File: src/rtl/serial_add_sub_pkg.sv
// Shared definitions for the serial adder/subtractor.
//   state_t   : FSM state encoding (IDLE / RUN / DONE)
//   clog2     : constant ceil(log2(v)) helper
//   cnt_width : digit counter width, never less than one bit
package serial_add_sub_pkg;

  typedef enum logic [1:0] {
    ST_IDLE = 2'd0,
    ST_RUN  = 2'd1,
    ST_DONE = 2'd2
  } state_t;

  function automatic int clog2(input int v);
    int r;
    r = 0;
    for (int x = v - 1; x > 0; x = x >> 1) begin
      r++;
    end
    return r;
  endfunction

  function automatic int cnt_width(input int n);
    return (clog2(n) < 1) ? 1 : clog2(n);
  endfunction

endpackage

File: src/rtl/serial_add_sub_digit_adder.sv
// DIGIT-bit ripple chain of full-adder cells (purely combinational).
//   x, y     : digit operands
//   cin      : carry into bit 0
//   s        : digit sum
//   cout     : carry out of the top bit
//   c_msb_in : carry into the top bit (used for signed overflow)
module digit_adder #(
  parameter int DIGIT = 4
) (
  input  logic [DIGIT-1:0] x,
  input  logic [DIGIT-1:0] y,
  input  logic             cin,
  output logic [DIGIT-1:0] s,
  output logic             cout,
  output logic             c_msb_in
);

  logic [DIGIT:0] c;

  assign c[0] = cin;

  for (genvar i = 0; i < DIGIT; i++) begin : g_fa
    assign s[i]   = x[i] ^ y[i] ^ c[i];
    assign c[i+1] = (x[i] & y[i]) | (c[i] & (x[i] ^ y[i]));
  end

  assign cout     = c[DIGIT];
  assign c_msb_in = c[DIGIT-1];

endmodule

File: src/rtl/serial_add_sub.sv
// Multi-cycle adder/subtractor: one DIGIT-bit digit per clock, LSB first,
// carry registered between digits. WIDTH/DIGIT cycles per operation.
//   clk, reset : rising-edge clock, synchronous active-high reset
//   start      : request an operation (sampled only when not busy)
//   sub        : 0 = a+b, 1 = a-b (sampled with start)
//   a, b       : operands (sampled with start)
//   busy       : operation in progress
//   done       : one-cycle pulse, result/co/ovf updated in this cycle
//   result     : sum/difference modulo 2^WIDTH
//   co         : carry out of the MSB (for sub, 1 = no borrow)
//   ovf        : two's-complement overflow
//
// Handshake: start is a level sampled on a rising edge while the block is
// in IDLE or DONE; busy rises the following cycle and stays high for
// WIDTH/DIGIT cycles, then done pulses for exactly one cycle. result, co and
// ovf only change on that completion edge (or reset).
module serial_add_sub
  import serial_add_sub_pkg::*;
#(
  parameter int WIDTH = 16,
  parameter int DIGIT = 4
) (
  input  logic             clk,
  input  logic             reset,
  input  logic             start,
  input  logic             sub,
  input  logic [WIDTH-1:0] a,
  input  logic [WIDTH-1:0] b,
  output logic             busy,
  output logic             done,
  output logic [WIDTH-1:0] result,
  output logic             co,
  output logic             ovf
);

  localparam int N  = WIDTH / DIGIT;
  localparam int CW = cnt_width(N);
  localparam logic [CW-1:0] LAST = CW'(N - 1);

  if (WIDTH < 2 || DIGIT < 1 || DIGIT > WIDTH || (WIDTH % DIGIT) != 0) begin : g_bad_params
    $error("serial_add_sub: illegal WIDTH/DIGIT combination");
  end

  state_t           state;
  logic [CW-1:0]    cnt;
  logic [WIDTH-1:0] op_a;
  logic [WIDTH-1:0] op_b;
  logic [WIDTH-1:0] acc;
  logic [WIDTH-1:0] acc_next;
  logic             carry;

  logic [DIGIT-1:0] dsum;
  logic             dcout;
  logic             dcmsb;

  digit_adder #(.DIGIT(DIGIT)) u_slice (
    .x        (op_a[DIGIT-1:0]),
    .y        (op_b[DIGIT-1:0]),
    .cin      (carry),
    .s        (dsum),
    .cout     (dcout),
    .c_msb_in (dcmsb)
  );

  // New digit enters at the top; after N shifts the LSB digit sits at bit 0.
  // Written as a shift of the concatenation so DIGIT == WIDTH needs no
  // special case (the accumulator is then simply replaced by dsum).
  assign acc_next = WIDTH'({dsum, acc} >> DIGIT);

  always_ff @(posedge clk) begin
    if (reset) begin
      state  <= ST_IDLE;
      busy   <= 1'b0;
      done   <= 1'b0;
      result <= '0;
      co     <= 1'b0;
      ovf    <= 1'b0;
      cnt    <= '0;
      op_a   <= '0;
      op_b   <= '0;
      acc    <= '0;
      carry  <= 1'b0;
    end else begin
      case (state)
        // DONE behaves like IDLE for accepting start (back-to-back ops).
        ST_IDLE, ST_DONE: begin
          done <= 1'b0;
          if (start) begin
            op_a  <= a;
            op_b  <= sub ? ~b : b;
            carry <= sub;           // +1 completes the two's complement of b
            cnt   <= '0;
            busy  <= 1'b1;
            state <= ST_RUN;
          end else begin
            state <= ST_IDLE;
          end
        end
        ST_RUN: begin
          carry <= dcout;
          acc   <= acc_next;
          op_a  <= op_a >> DIGIT;
          op_b  <= op_b >> DIGIT;
          if (cnt == LAST) begin
            result <= acc_next;
            co     <= dcout;
            ovf    <= dcmsb ^ dcout;  // last digit's top bit is the word MSB
            busy   <= 1'b0;
            done   <= 1'b1;
            state  <= ST_DONE;
          end else begin
            cnt <= cnt + 1'b1;
          end
        end
        default: begin
          busy  <= 1'b0;
          done  <= 1'b0;
          state <= ST_IDLE;
        end
      endcase
    end
  end

endmodule

File: config.mk
export PLATFORM = sky130hd
export DESIGN_NAME = serial_add_sub
export DESIGN_NICKNAME = d
export VERILOG_FILES = /design/src/rtl/serial_add_sub_pkg.sv /design/src/rtl/serial_add_sub_digit_adder.sv /design/src/rtl/serial_add_sub.sv
export SDC_FILE = /design/constraint.sdc
export NUM_CORES = 1
export LEC_CHECK = 0
export CORE_ASPECT_RATIO = 0.5
export CORE_MARGIN = 2
export CORE_UTILIZATION = 46
export CTS_CLUSTER_DIAMETER = 30
export DETAILED_ROUTE_END_ITERATION = 6
export PLACE_DENSITY = 0.83
export SYNTH_ARGS = -nofsm -noshare
export SYNTH_HDL_FRONTEND = slang
export SYNTH_SLANG_ARGS = --single-unit
File: constraint.sdc
create_clock -name clk -period 2.25 [get_ports clk]
set_input_delay 0.3375 -clock clk [delete_from_list [all_inputs] [get_ports clk]]
set_output_delay 0.3375 -clock clk [all_outputs]
set_load 0.05 [all_outputs]
==> out/metrics.cfg <==
[final_layout]
syn2layout_area_growth_pct=30.6
final_cells=468
drive_gt1_frac=0.0921
final_nets=416
layout_common_cells=dfxtp_1 (67), a21oi_1 (61), nand2_1 (58), clkdlybuf4s50_1 (54), nand3_1 (33)
antenna_cells=0
final_util=0.618
layout.cells.most_common=dfxtp_1

[power]
p_leak_nw=1.29
p_comb_frac=0.102
p_switching_mw=0.677
p_seq_frac=0.441
ir_drop_uv=402
power_density_nw_per_um2=799
clockPowerShare=0.457
swShare=0.227
p_int_mw=2.30

[route]
final_antenna_net_count=0
drc=0
wl_per_cell_microns=13.1
dr.first_iter.drc_count=192
vias_per_cell=5.21
num_vias=2436
drt-total-wl_microns=6110
dr.pass1.iters=4

[timing]
clock.fmax_mhz=466
relSlewSlack=0.511
tightest_slew_ps=733
final_hold_viol_count=0
finClkSkew_ps=5.03
period_needed_ps=2140
drv_slew=0
setup_viol=0
rsz0062_at_grt=yes
fin_crit_sh=0.953

[worst_setup_path]
required_ps=2490
crit_fanout=2
start_kind=flop
critical_path_class=reg2reg
worstSetupEndpointType=flop
critPathArrivalTime_ps=2390

[clock_tree]
cts_sinks=69
path_clk_slew_ps=50
cts_root_buffer=clkbuf_16
cts_tree=yes
cts_made_buffers=9
htree_num_levels=3
cts_buffer_depth=2
insertion_delay_ps=320

[die]
start_util=0.473
die-width_microns=115
die_h_microns=59.7
rows=20
io_pins=56
die_area_sq_um=6890
coreArea_sq_um=6030

[yosys]
yosysWarningCount=0
synthMuxAreaShare=0
synth_compound_area_frac=0.195
yosysSeqAreaShare=0.484
synthCells=333
synth.area.top_cells=dfxtp_1 (48%), a21oi_1 (11%), nand2_1 (7.6%)
synth_top_family_by_area=compound AO/OA/AOI/OAI gates
yosysUniqueCellTypes=27
yosysTopAreaCellShare=0.484
synthesis.area_sq_um=2850
avgSynthCellArea_sq_um=8.57
yosys.area_share.simple=0.168
synth_xor_area_frac=0.0522
synth_nets=374
synthAdderAreaFrac=0.0325
ys_seq_elements=69
yosys.area.top_type=dfxtp_1

[status]
status=complete, no violations

[min_path]
hold_class=reg2reg

[placement]
hpwl_microns=3910
portBuffers=55
gp_congestion=0.832
placed_cells_incl_taps=452

[grt]
grt_usage=0.189
antenna_found_initial=0
grt.overflow.total=0
grt_max_degree=40
first_global_vias=2243
grt_pass1_wl_microns=10200

[job]
drv_cap=0

power groups by stage:
stage	logic, mW	registers [mW]	clock network (mW)
global route	0.339	1.32	1.44
floorplan	0.192	1.33	0
detailed placement	0.296	1.34	0
CTS	0.300	1.31	1.37
global placement	0.286	1.33	0
finish	0.304	1.31	1.36
cells in the mapped netlist:
cell / instances
a211oi_1: 5
a21oi_1: 61
a22oi_1: 24
a2bb2oi_1: 1
and2b_1: 1
and3b_1: 1
buf_2: 14
buf_4: 7
buf_6: 1
clkbuf_1: 8
clkbuf_2: 1
dfxtp_1: 69
fa_1: 4
ha_1: 1
inv_1: 7
nand2_1: 58
nand2b_1: 2
nand3_1: 33
nand3b_1: 2
nor2_1: 9
nor2b_1: 1
nor3_1: 1
o211ai_1: 2
o21ai_0: 2
or3_1: 1
xnor2_1: 1
xor2_1: 16
cells by family (layout without fill, tap and decap cells):
logic type | after synthesis | after routing
AOI/OAI and AO/OA | 95 | 95
xor gates and xnor gates | 17 | 17
adders and majority gates | 5 | 5
buffers and inverters | 38 | 85
DFF | 69 | 69
and+or+nand+nor | 109 | 109
area by class of cell:
cell class,instances,area [sq um]
Clock buffer,12,246
Clock inverter,4,47.5
Fill cell,521,2300
Inverter,7,26.3
Multi-Input combinational cell,226,1300
Sequential cell,69,1380
Tap cell,88,110
Timing Repair Buffer,62,611
metal layers:
layer  wire length, microns  GRT usage  vias up
li1                       -          -     1221
met1                   2680      0.236     1140
met2                   3070      0.313       65
met3                    297     0.0527       10
met4                     72     0.0757        0
met5                      0          0        -
sequential cells by signal, summed over array words and instances (netlist names):
| name | count |
|---|---|
| acc | 12 |
| busy | 1 |
| carry | 1 |
| cnt | 2 |
| co | 1 |
| done | 1 |
| op_a | 16 |
| op_b | 16 |
| ovf | 1 |
| result | 16 |
| state | 2 |
through the flow:
stage               setup TNS (ps)  cell area [sq um]  power [mW]  hold WS, ps  setup WS, ps
global route                     0               3730        3.10          473         0.218
CTS                              0               3710        2.98          451          34.5
finish                           0               3730        2.98          451           105
global placement                 0               3410        1.62          443           108
detailed placement           -26.5               3410        1.63          444         -26.5
floorplan                        0               2850        1.52          432           146
repair_timing:
action	4_1_cts	5_1_grt
setup endpoints to repair	2	4
pin swaps	2	4
setup buffers	0	0
resized for setup	3	8
hold buffers	0	0
worst max-delay path, stage by stage, from the launching register on:
cell and delay, ps:
dfxtp_2 330, fa_2 380, inv_2 60, fa_2 180, inv_2 40, fa_2 370
inv_2 70, fa_2 460, a211oi_2 190
worst paths after layout:
check / startpoint / end / slack [ps] / cells past startpoint
setup reg to reg: carry$_SDFFE_PP0P_ / result[15]$_SDFFE_PP0P_ / 110 / 8
setup / recovery: carry$_SDFFE_PP0P_ / result[15]$_SDFFE_PP0P_ / 110 / 8
hold reg to reg: acc[6]$_SDFFE_PP0P_ / result[2]$_SDFFE_PP0P_ / 450 / 2
hold / removal: acc[6]$_SDFFE_PP0P_ / result[2]$_SDFFE_PP0P_ / 450 / 2
Power figures use the tool's default switching activity.
